[config.mk]
export PLATFORM = sky130hd
export DESIGN_NAME = input_buffer_ctrl
export DESIGN_NICKNAME = d
export VERILOG_FILES = /design/src/rtl/input_buffer_ctrl.sv
export SDC_FILE = /design/constraint.sdc
export NUM_CORES = 1
export LEC_CHECK = 0
export ABC_AREA = 1
export CELL_PAD_IN_SITES_DETAIL_PLACEMENT = 1
export CELL_PAD_IN_SITES_GLOBAL_PLACEMENT = 2
export CORE_AREA = 2 2 78 80
export DETAILED_ROUTE_END_ITERATION = 6
export DIE_AREA = 0 0 80 82
export PLACE_DENSITY_LB_ADDON = 0.1
export SLEW_MARGIN = 20
export SYNTH_ARGS = -nofsm -noshare
export SYNTH_HDL_FRONTEND = slang
export SYNTH_SLANG_ARGS = --single-unit
[constraint.sdc]
create_clock -name clk -period 2.8 [get_ports clk]
set_input_delay 0.84 -clock clk [delete_from_list [all_inputs] [get_ports clk]]
set_output_delay 0.84 -clock clk [all_outputs]
set_load 0.03 [all_outputs]
[src/rtl/input_buffer_ctrl.sv]
// input_buffer_ctrl
// Scheduler for the input buffer storage array. It tracks the write and read
// pointers, the occupancy and one end-of-frame tag per slot. It decides when
// the buffer fills and when it drains toward the filter stage, and it counts
// vectors dropped on overflow. Vector data never passes through this block;
// only the storage strobes, addresses and downstream valid/eof come from here.
module input_buffer_ctrl #(
    parameter int IB_DEPTH = 4,
    parameter int CNT_W    = 8
) (
    input  logic                        clk,
    input  logic                        reset,
    input  logic                        enable,
    input  logic [$clog2(IB_DEPTH):0]   cfg_threshold,
    input  logic                        in_valid,
    input  logic                        in_eof,
    input  logic                        out_ready,
    output logic                        wr_en,
    output logic [$clog2(IB_DEPTH)-1:0] wr_addr,
    output logic                        rd_en,
    output logic [$clog2(IB_DEPTH)-1:0] rd_addr,
    output logic                        out_valid,
    output logic                        out_eof,
    output logic [$clog2(IB_DEPTH):0]   occupancy,
    output logic                        full,
    output logic                        empty,
    output logic                        overflow,
    output logic [CNT_W-1:0]            dropped
);

    localparam int AW = $clog2(IB_DEPTH);
    localparam int OW = AW + 1;
    localparam logic [OW-1:0] DEPTH_OCC = OW'(IB_DEPTH);

    typedef enum logic [1:0] {
        ST_IDLE  = 2'd0,
        ST_FILL  = 2'd1,
        ST_DRAIN = 2'd2
    } state_t;

    state_t              state_q, state_d;
    logic [AW-1:0]       wr_ptr_q, wr_ptr_d;
    logic [AW-1:0]       rd_ptr_q, rd_ptr_d;
    logic [OW-1:0]       occ_q, occ_d;
    logic [IB_DEPTH-1:0] eof_tag_q, eof_tag_d;
    logic                overflow_q, overflow_d;
    logic [CNT_W-1:0]    dropped_q, dropped_d;
    logic                out_valid_q, out_valid_d;
    logic                out_eof_q, out_eof_d;

    logic [OW-1:0]       thr_eff;
    logic                active;
    logic                drop;

    assign full      = (occ_q == DEPTH_OCC);
    assign empty     = (occ_q == '0);
    assign wr_addr   = wr_ptr_q;
    assign rd_addr   = rd_ptr_q;
    assign occupancy = occ_q;
    assign overflow  = overflow_q;
    assign dropped   = dropped_q;
    assign out_valid = out_valid_q;
    assign out_eof   = out_eof_q;

    // Clamp the configured threshold into 1..IB_DEPTH so a drain is always reachable
    always_comb begin
        thr_eff = cfg_threshold;
        if (cfg_threshold == '0) begin
            thr_eff = OW'(1);
        end else if (cfg_threshold > DEPTH_OCC) begin
            thr_eff = DEPTH_OCC;
        end
    end

    // Storage strobes; a read frees a slot in the same cycle so a full buffer can still take a write
    always_comb begin
        active = (state_q != ST_IDLE) && !reset;
        rd_en  = active && (state_q == ST_DRAIN) && out_ready && !empty;
        wr_en  = active && in_valid && (!full || rd_en);
        drop   = active && in_valid && full && !rd_en;
    end

    // Next-state computation for pointers, occupancy, tags, drop accounting and the FSM
    always_comb begin
        state_d     = state_q;
        wr_ptr_d    = wr_ptr_q;
        rd_ptr_d    = rd_ptr_q;
        occ_d       = occ_q;
        eof_tag_d   = eof_tag_q;
        overflow_d  = overflow_q;
        dropped_d   = dropped_q;
        out_valid_d = rd_en;
        out_eof_d   = rd_en && eof_tag_q[rd_ptr_q];

        if (wr_en) begin
            wr_ptr_d            = wr_ptr_q + AW'(1);
            eof_tag_d[wr_ptr_q] = in_eof;
        end
        if (rd_en) begin
            rd_ptr_d = rd_ptr_q + AW'(1);
        end

        case ({wr_en, rd_en})
            2'b10:   occ_d = occ_q + OW'(1);
            2'b01:   occ_d = occ_q - OW'(1);
            default: occ_d = occ_q;
        endcase

        if (drop) begin
            overflow_d = 1'b1;
            if (dropped_q != '1) begin
                dropped_d = dropped_q + CNT_W'(1);
            end
        end

        case (state_q)
            ST_IDLE: begin
                if (enable) begin
                    state_d = ST_FILL;
                end
            end
            ST_FILL: begin
                if ((occ_d >= thr_eff) || (wr_en && in_eof)) begin
                    state_d = ST_DRAIN;
                end else if (!enable) begin
                    state_d = (occ_d != '0) ? ST_DRAIN : ST_IDLE;
                end
            end
            ST_DRAIN: begin
                if (occ_d == '0) begin
                    state_d = enable ? ST_FILL : ST_IDLE;
                end
            end
            default: begin
                state_d = ST_IDLE;
            end
        endcase
    end

    // Register all state; reset discards any buffered contents and pending read data
    always_ff @(posedge clk) begin
        if (reset) begin
            state_q     <= ST_IDLE;
            wr_ptr_q    <= '0;
            rd_ptr_q    <= '0;
            occ_q       <= '0;
            eof_tag_q   <= '0;
            overflow_q  <= 1'b0;
            dropped_q   <= '0;
            out_valid_q <= 1'b0;
            out_eof_q   <= 1'b0;
        end else begin
            state_q     <= state_d;
            wr_ptr_q    <= wr_ptr_d;
            rd_ptr_q    <= rd_ptr_d;
            occ_q       <= occ_d;
            eof_tag_q   <= eof_tag_d;
            overflow_q  <= overflow_d;
            dropped_q   <= dropped_d;
            out_valid_q <= out_valid_d;
            out_eof_q   <= out_eof_d;
        end
    end

endmodule

==> impl_metrics.tcl, run 1 <==
set metrics [dict create \
    status "complete, no violations" \
    synthArstFlopShare 0 \
    cts_tree "yes" \
    grt_pass1_wl_um 6640 \
    htreeDepth 1 \
    syn-num-nets 204 \
    fp.dieArea_sq_mm 0.00656 \
    ys_seq_elements 24 \
    nNetsFinal 262 \
    path_cells "buf_12 > nor2_4 > nand2_2 > nand3_4 > inv_4 > fa_2 > nand3_4 > nand2_4 > ha_4 > o21ai_2 > nand2_1 > a21oi_2 > nand4_1 > nand2_1 > inv_2 > a21oi_2 > nor2_1" \
    reg2reg_slack_ns 0.28 \
    finClkSkew_ns 0.00391 \
    post_dp_cell_area_sq_mm 0.00192 \
    crit_buf_inv 3 \
    port_buffers 30 \
    synthCells 186 \
    initial_utilization 0.242 \
    post_drt_wl_per_cell_um 13.3 \
    holdWs_ns 0.505 \
    drive_gt1_frac 0.284 \
    relSlewSlack 0.784 \
    wl_um 4210 \
    die_x_um 80 \
    p_clk_frac 0.409 \
    ir_drop_v 0.000253 \
    p_sw_frac 0.243 \
    drt_iter0_markers 5 \
    root_buffer "clkbuf_8" \
    cp_top_family "simple AND/OR/NAND/NOR gates" \
    dp_hpwl_um 3190 \
    combPwrFrac 0.141 \
    netlist_area_sq_mm 0.00139 \
    power.density_mw_per_mm2 364 \
    clock.fmax_mhz 374 \
    syn2layout_area_growth_pct 53.6 \
    worstPathMaxFanout 4 \
    yosys.area.top_type "dfxtp_1" \
    fp.dieH_um 82 \
    antenna_found_initial 0 \
    drv_cap 0 \
    ys_warn_count 0 \
    firstDrtPassIters 2 \
    synthTopCellsByCount "nand2_1 (30), inv_1 (29), dfxtp_1 (24), nor2_1 (18), a21oi_1 (13)" \
    gr-usage-all-layers 0.131 \
    seqPwrFrac 0.450 \
    rsz0062_at_grt "yes" \
    numPlacedInstances 308 \
    vias 1400 \
    tritoncts_num_sinks 24 \
    hold_viol 0 \
    cts_buffer_depth 2 \
    worstPathRequired_ns 2.98 \
    synth_edf_count 0 \
    setup_viol 0 \
    grt_overflow 0 \
    worstPathArrival_ns 2.85 \
    syn_avg_cell_area_sq_um 7.46 \
    total_power_mw 0.775 \
    p_leak_nw 0.958 \
    worst_pin_slew_ns 0.320 \
    slew_violations 0 \
    fin_setup_tns_ns 0 \
    first_global_vias 1400 \
    crit_path_end_kind "flop" \
    synth.distinct_cells 33 \
    synth_top_cell_area_share 0.346 \
    pin_count 31 \
    clkSlewWorstSetupHoldPaths_ns 0.09 \
    fin_crit_ns 2.67 \
    design_area_sq_mm 0.00213 \
    antennaDiodeCount 0 \
    switchingPower_mw 0.189 \
    core_sq_mm 0.00575 \
    crit_slowest_cell "fa_2" \
    synth_ff_type "dfxtp_1" \
    post-route-period-util 0.954 \
    worstSetupPathType "in -> reg" \
    clock_latency_ns 0.27 \
    slowest_delay_ns 0.54 \
    gp_congestion 0.735 \
    intPower_mw 0.587 \
    yosys-top-cells-area "dfxtp_1 (35%), nand2_1 (8.1%), inv_1 (7.8%)" \
    synth.most_common_cell "nand2_1" \
    seq_area_frac_synth 0.346 \
    routed_via_density 4.40 \
    drtAntennaViolNets 0 \
    hp-class "reg -> reg" \
    rows 28 \
    grt_max_degree 15 \
    fin_cells 318 \
    start_kind "input port" \
    drcViolationCount 0 \
    cts_made_buffers 3 \
]
-- placed cells by master, fill, tap and decap left out, types with 2 or more instances in the layout --
cell type and count:
clkdlybuf4s50_1 24, nand2_1 29, nand2_4 3, inv_1 26, o211ai_1 2, nand3_1 9
buf_6 2, dfxtp_1 24, nand3_4 2, o21ai_0 6, a21oi_1 11, nand3_2 3
nand2_2 6, clkbuf_8 3, buf_4 26, xor2_1 3, ha_4 2, ha_1 6
inv_2 4, nor2_4 4, a22oi_1 3, a21oi_2 2, nand4_1 4, inv_4 2
nor2_1 17
-- area by class of cell --
cell class              count  area (sq um)
flip-flops and latches     24           480
repair buffers             55           495
multi-input cells         126           856
inverters                  34           134
fillers                   707          3610
clock inverters             1          30.0
well taps                  75          93.8
clock buffers               3          41.3
-- registers in the layout (all words and copies together) (netlist names) --
signal,cells
out_eof,1
eof_tag_q,4
state_q,2
wr_addr,2
occupancy,3
rd_addr,2
overflow,1
dropped,8
out_valid,1
-- cell families after synthesis --
kind of cell             synth area share
flip-flops                          0.346
AO/OA/AOI/OAI                       0.131
AND/OR/NAND/NOR                     0.318
buffers and inverters              0.0992
adder cells (fa/ha/maj)            0.0866
XOR/XNOR                           0.0189
-- timing repair --
action,CTS,global route
setup buffers,5,1
gates resized for setup,15,23
hold buffers,0,0
pin swaps,11,16
setup endpoints to repair,4,2
-- path summary, 6_finish.rpt --
check	from	to	cells after the start
worst min register to register	overflow$_SDFFE_PP0P_	overflow$_SDFFE_PP0P_	1
worst min-delay path	overflow$_SDFFE_PP0P_	overflow$_SDFFE_PP0P_	1
worst max register to register	occupancy[0]$_SDFF_PP0_	state_q[1]$_SDFFE_PP0P_	16
worst max-delay path	reset	state_q[1]$_SDFFE_PP0P_	17
-- routing by layer --
layer,part of all wire,global-route usage,vias up,wire (um)
li1,-,-,711,-
met1,0.43,0.147,658,1820
met2,0.51,0.243,23,2160
met3,0.034,0.0264,8,145
met4,0.022,0.0525,0,93
met5,0,0,-,0
-- worst register-to-register path, stage by stage, from the launching register on --
cell and delay [ns]:
dfxtp_1 0.39, inv_2 0.11, nand3_1 0.16, nand3_4 0.14
inv_4 0.04, fa_2 0.54, nand3_4 0.09, nand2_4 0.09
ha_4 0.20, o21ai_2 0.05, nand2_1 0.08, a21oi_2 0.15
nand4_1 0.11, nand2_1 0.09, inv_2 0.04, a21oi_2 0.09
nor2_1 0.05
-- power groups by stage --
stage               sequential, mW  clock, mW  combinational [mW]
global route                 0.350      0.346               0.121
floorplan                    0.359          0              0.0472
detailed placement           0.357          0              0.0934
global placement             0.357          0              0.0922
finish                       0.349      0.317               0.109
CTS                          0.349      0.331              0.0966
-- through the flow --
| step | worst slack (ns) | utilization |
|---|---|---|
| 2_1_floorplan | -0.0293 | - |
| 3_3_place_gp | -0.639 | 0.333 |
| 3_5_place_dp | -0.697 | 0.333 |
| 4_1_cts | 0.0306 | 0.355 |
| 5_1_grt | -0.0220 | 0.371 |
| 6_report | 0.128 | 0.371 |
(Power assumes the default switching activity.)
==> inputs of run 2 (changes only) <==
==> constraint.sdc (replaced) <==
create_clock -name clk -period 2.8 [get_ports clk]
set_input_delay 0.42 -clock clk [delete_from_list [all_inputs] [get_ports clk]]
set_output_delay 0.42 -clock clk [all_outputs]
set_load 0.03 [all_outputs]
==> run 2 against run 1 <==
  * Wire length down 13%
  * Combinational power down 17%
  * Setup slack better by 0.054 ns
  * Highest routed layer unchanged
  * Critical endpoint unchanged
  * Via count shrank 4.8%
  * Core utilization is 2.6 points lower
  * Sequential cell count is the same
  * Non-clock buffer count decreased by 8
==> impl_metrics.tcl, run 2 (same netlist as run 1, synthesis figures left out) <==
set metrics [dict create \
    status "complete, no violations" \
    multi_input_area_sq_um 782 \
    gr-usage-all-layers 0.124 \
    drive_gt1_frac 0.213 \
    seqPwrFrac 0.464 \
    clkSlewWorstSetupHoldPaths_ns 0.09 \
    routed_via_density 4.30 \
    post_drt_wl_per_cell_um 11.9 \
    hold_viol 0 \
    layout_commonest_cell "nand2_1" \
    r2r_end "state_q[1]$_SDFFE_PP0P_" \
    wl_um 3690 \
    largest_reg_flops 8 \
    fin_crit_ns 2.62 \
    cts_tree "yes" \
    path_cells "clkdlybuf4s50_1 > nand2_2 > nor2_8 > nand3_2 > clkinv_2 > fa_2 > nand3_2 > nand2_2 > ha_1 > o21ai_0 > nand2_1 > a21oi_2 > nand4_1 > nand2_1 > inv_1 > a21oi_2 > nor2_1" \
    start_kind "input port" \
    mostFrequentLayoutCells "nand2_1 (30), inv_1 (29), clkdlybuf4s50_1 (26), dfxtp_1 (24), buf_4 (19)" \
    reg2reg_slack_ns 0.29 \
    fp.dieArea_sq_mm 0.00656 \
    fin_util 0.345 \
    worst_pin_slew_ns 0.354 \
    firstDrtPassIters 3 \
    rsz0062_at_grt "no" \
    worstPathRequired_ns 2.98 \
    slew_violations 0 \
    rows 28 \
    crit_slowest_cell "clkdlybuf4s50_1" \
    clock_latency_ns 0.27 \
    relSlewSlack 0.762 \
    switchingPower_mw 0.176 \
    tritoncts_num_sinks 24 \
    crit_buf_inv 3 \
    hp-class "reg -> reg" \
    crit_path_end_kind "flop" \
    intPower_mw 0.577 \
    grt_pass1_wl_um 6380 \
    cp_top_family "simple AND/OR/NAND/NOR gates" \
    finClkSkew_ns 0.00165 \
    p_clk_frac 0.416 \
    ir_drop_v 0.000162 \
    nNetsFinal 254 \
    dp_hpwl_um 3050 \
    vias 1333 \
    syn2layout_area_growth_pct 42.8 \
    antennaDiodeCount 0 \
    drcViolationCount 0 \
    port_buffers 30 \
    worstPathMaxFanout 3 \
    worstSetupPathType "in -> reg" \
    p_leak_nw 0.897 \
    reg2reg_from "state_q[0]$_SDFFE_PP0P_" \
    cts_made_buffers 3 \
    cts_hold_buf 0 \
    crit_path_end "state_q[1]$_SDFFE_PP0P_" \
    final-seq-area_sq_um 480 \
    die_x_um 80 \
    drv_cap 0 \
    pin_count 31 \
    grt_max_degree 15 \
    worstPathArrival_ns 2.79 \
    nFillCells 728 \
    drt_iter0_markers 15 \
    ff2ff_path_depth 17 \
    slowest_delay_ns 0.48 \
    crit_cells 17 \
    gp_congestion 0.783 \
    htreeDepth 1 \
    critPathLaunch "out_ready" \
    first_global_vias 1366 \
    initial_utilization 0.242 \
    antenna_found_initial 0 \
    core_sq_mm 0.00575 \
    combPwrFrac 0.120 \
    cts_buffer_depth 2 \
    setup_viol 0 \
    post-route-period-util 0.935 \
    power.density_mw_per_mm2 380 \
    post_cts_buffers 0 \
    fp.dieH_um 82 \
    drtAntennaViolNets 0 \
    total_power_mw 0.752 \
    p_sw_frac 0.233 \
    clock.fmax_mhz 382 \
    grt_overflow 0 \
    root_buffer "clkbuf_8" \
]
-- run 2: cell type report --
class,count,area share
timing repair buffer,47,0.214
clock inverter,1,0.0152
tap,75,0.0473
inverter,34,0.0657
clock buffer,3,0.0208
sequential,24,0.242
multi-input combinational,126,0.395
-- run 2: how the worst min path moves through the flow --
stage                                    from                        end  slack, ns  cells past startpoint
floorplan           eof_tag_q[3]$_SDFFE_PP0P_  eof_tag_q[3]$_SDFFE_PP0P_       0.44                      2
global placement    eof_tag_q[3]$_SDFFE_PP0P_  eof_tag_q[3]$_SDFFE_PP0P_       0.46                      2
detailed placement  eof_tag_q[3]$_SDFFE_PP0P_  eof_tag_q[3]$_SDFFE_PP0P_       0.46                      2
CTS                 eof_tag_q[3]$_SDFFE_PP0P_  eof_tag_q[3]$_SDFFE_PP0P_       0.48                      2
global route        eof_tag_q[3]$_SDFFE_PP0P_  eof_tag_q[3]$_SDFFE_PP0P_       0.52                      2
finish              eof_tag_q[3]$_SDFFE_PP0P_  eof_tag_q[3]$_SDFFE_PP0P_       0.48                      2
-- run 2: routing by layer --
metal,routed length [um],up-vias,track usage
met5,0,-,0
met3,103,2,0.0242
met1,1730,619,0.152
met2,1830,19,0.224
met4,25,0,0.0305
li1,-,693,-
-- run 2: tightest hold or removal path, cell delays in order, from the launching register on --
cell and delay, ns:
dfxtp_1 0.31, inv_1 0.07, a211oi_1 0.07
-- run 2: per-stage QoR --
step | worst slack [ns] | cell area, sq um | TNS (ns) | cells | hold slack, ns
after global placement | -0.244 | 1900 | -0.436 | 306 | 0.462
after floorplan | 0.192 | 1390 | 0 | 186 | 0.437
after global routing | 0.00408 | 1980 | 0 | 310 | 0.523
final | 0.183 | 1980 | 0 | 310 | 0.481
after CTS | 0.0344 | 1970 | 0 | 310 | 0.480
after detailed placement | -0.292 | 1900 | -0.515 | 306 | 0.462
-- run 2: repair_timing --
item | 4_1_cts | 5_1_grt
endpoints found under the setup margin | 1 | 2
pin swaps | 0 | 2
gates resized for setup | 1 | 5
-- run 2: power by group through the flow --
stage,Sequential (mW),Clock [mW],Combinational [mW]
final,0.349,0.313,0.0906
after global routing,0.350,0.344,0.102
after CTS,0.349,0.328,0.0907
after detailed placement,0.357,0,0.0909
after global placement,0.357,0,0.0894
after floorplan,0.359,0,0.0463
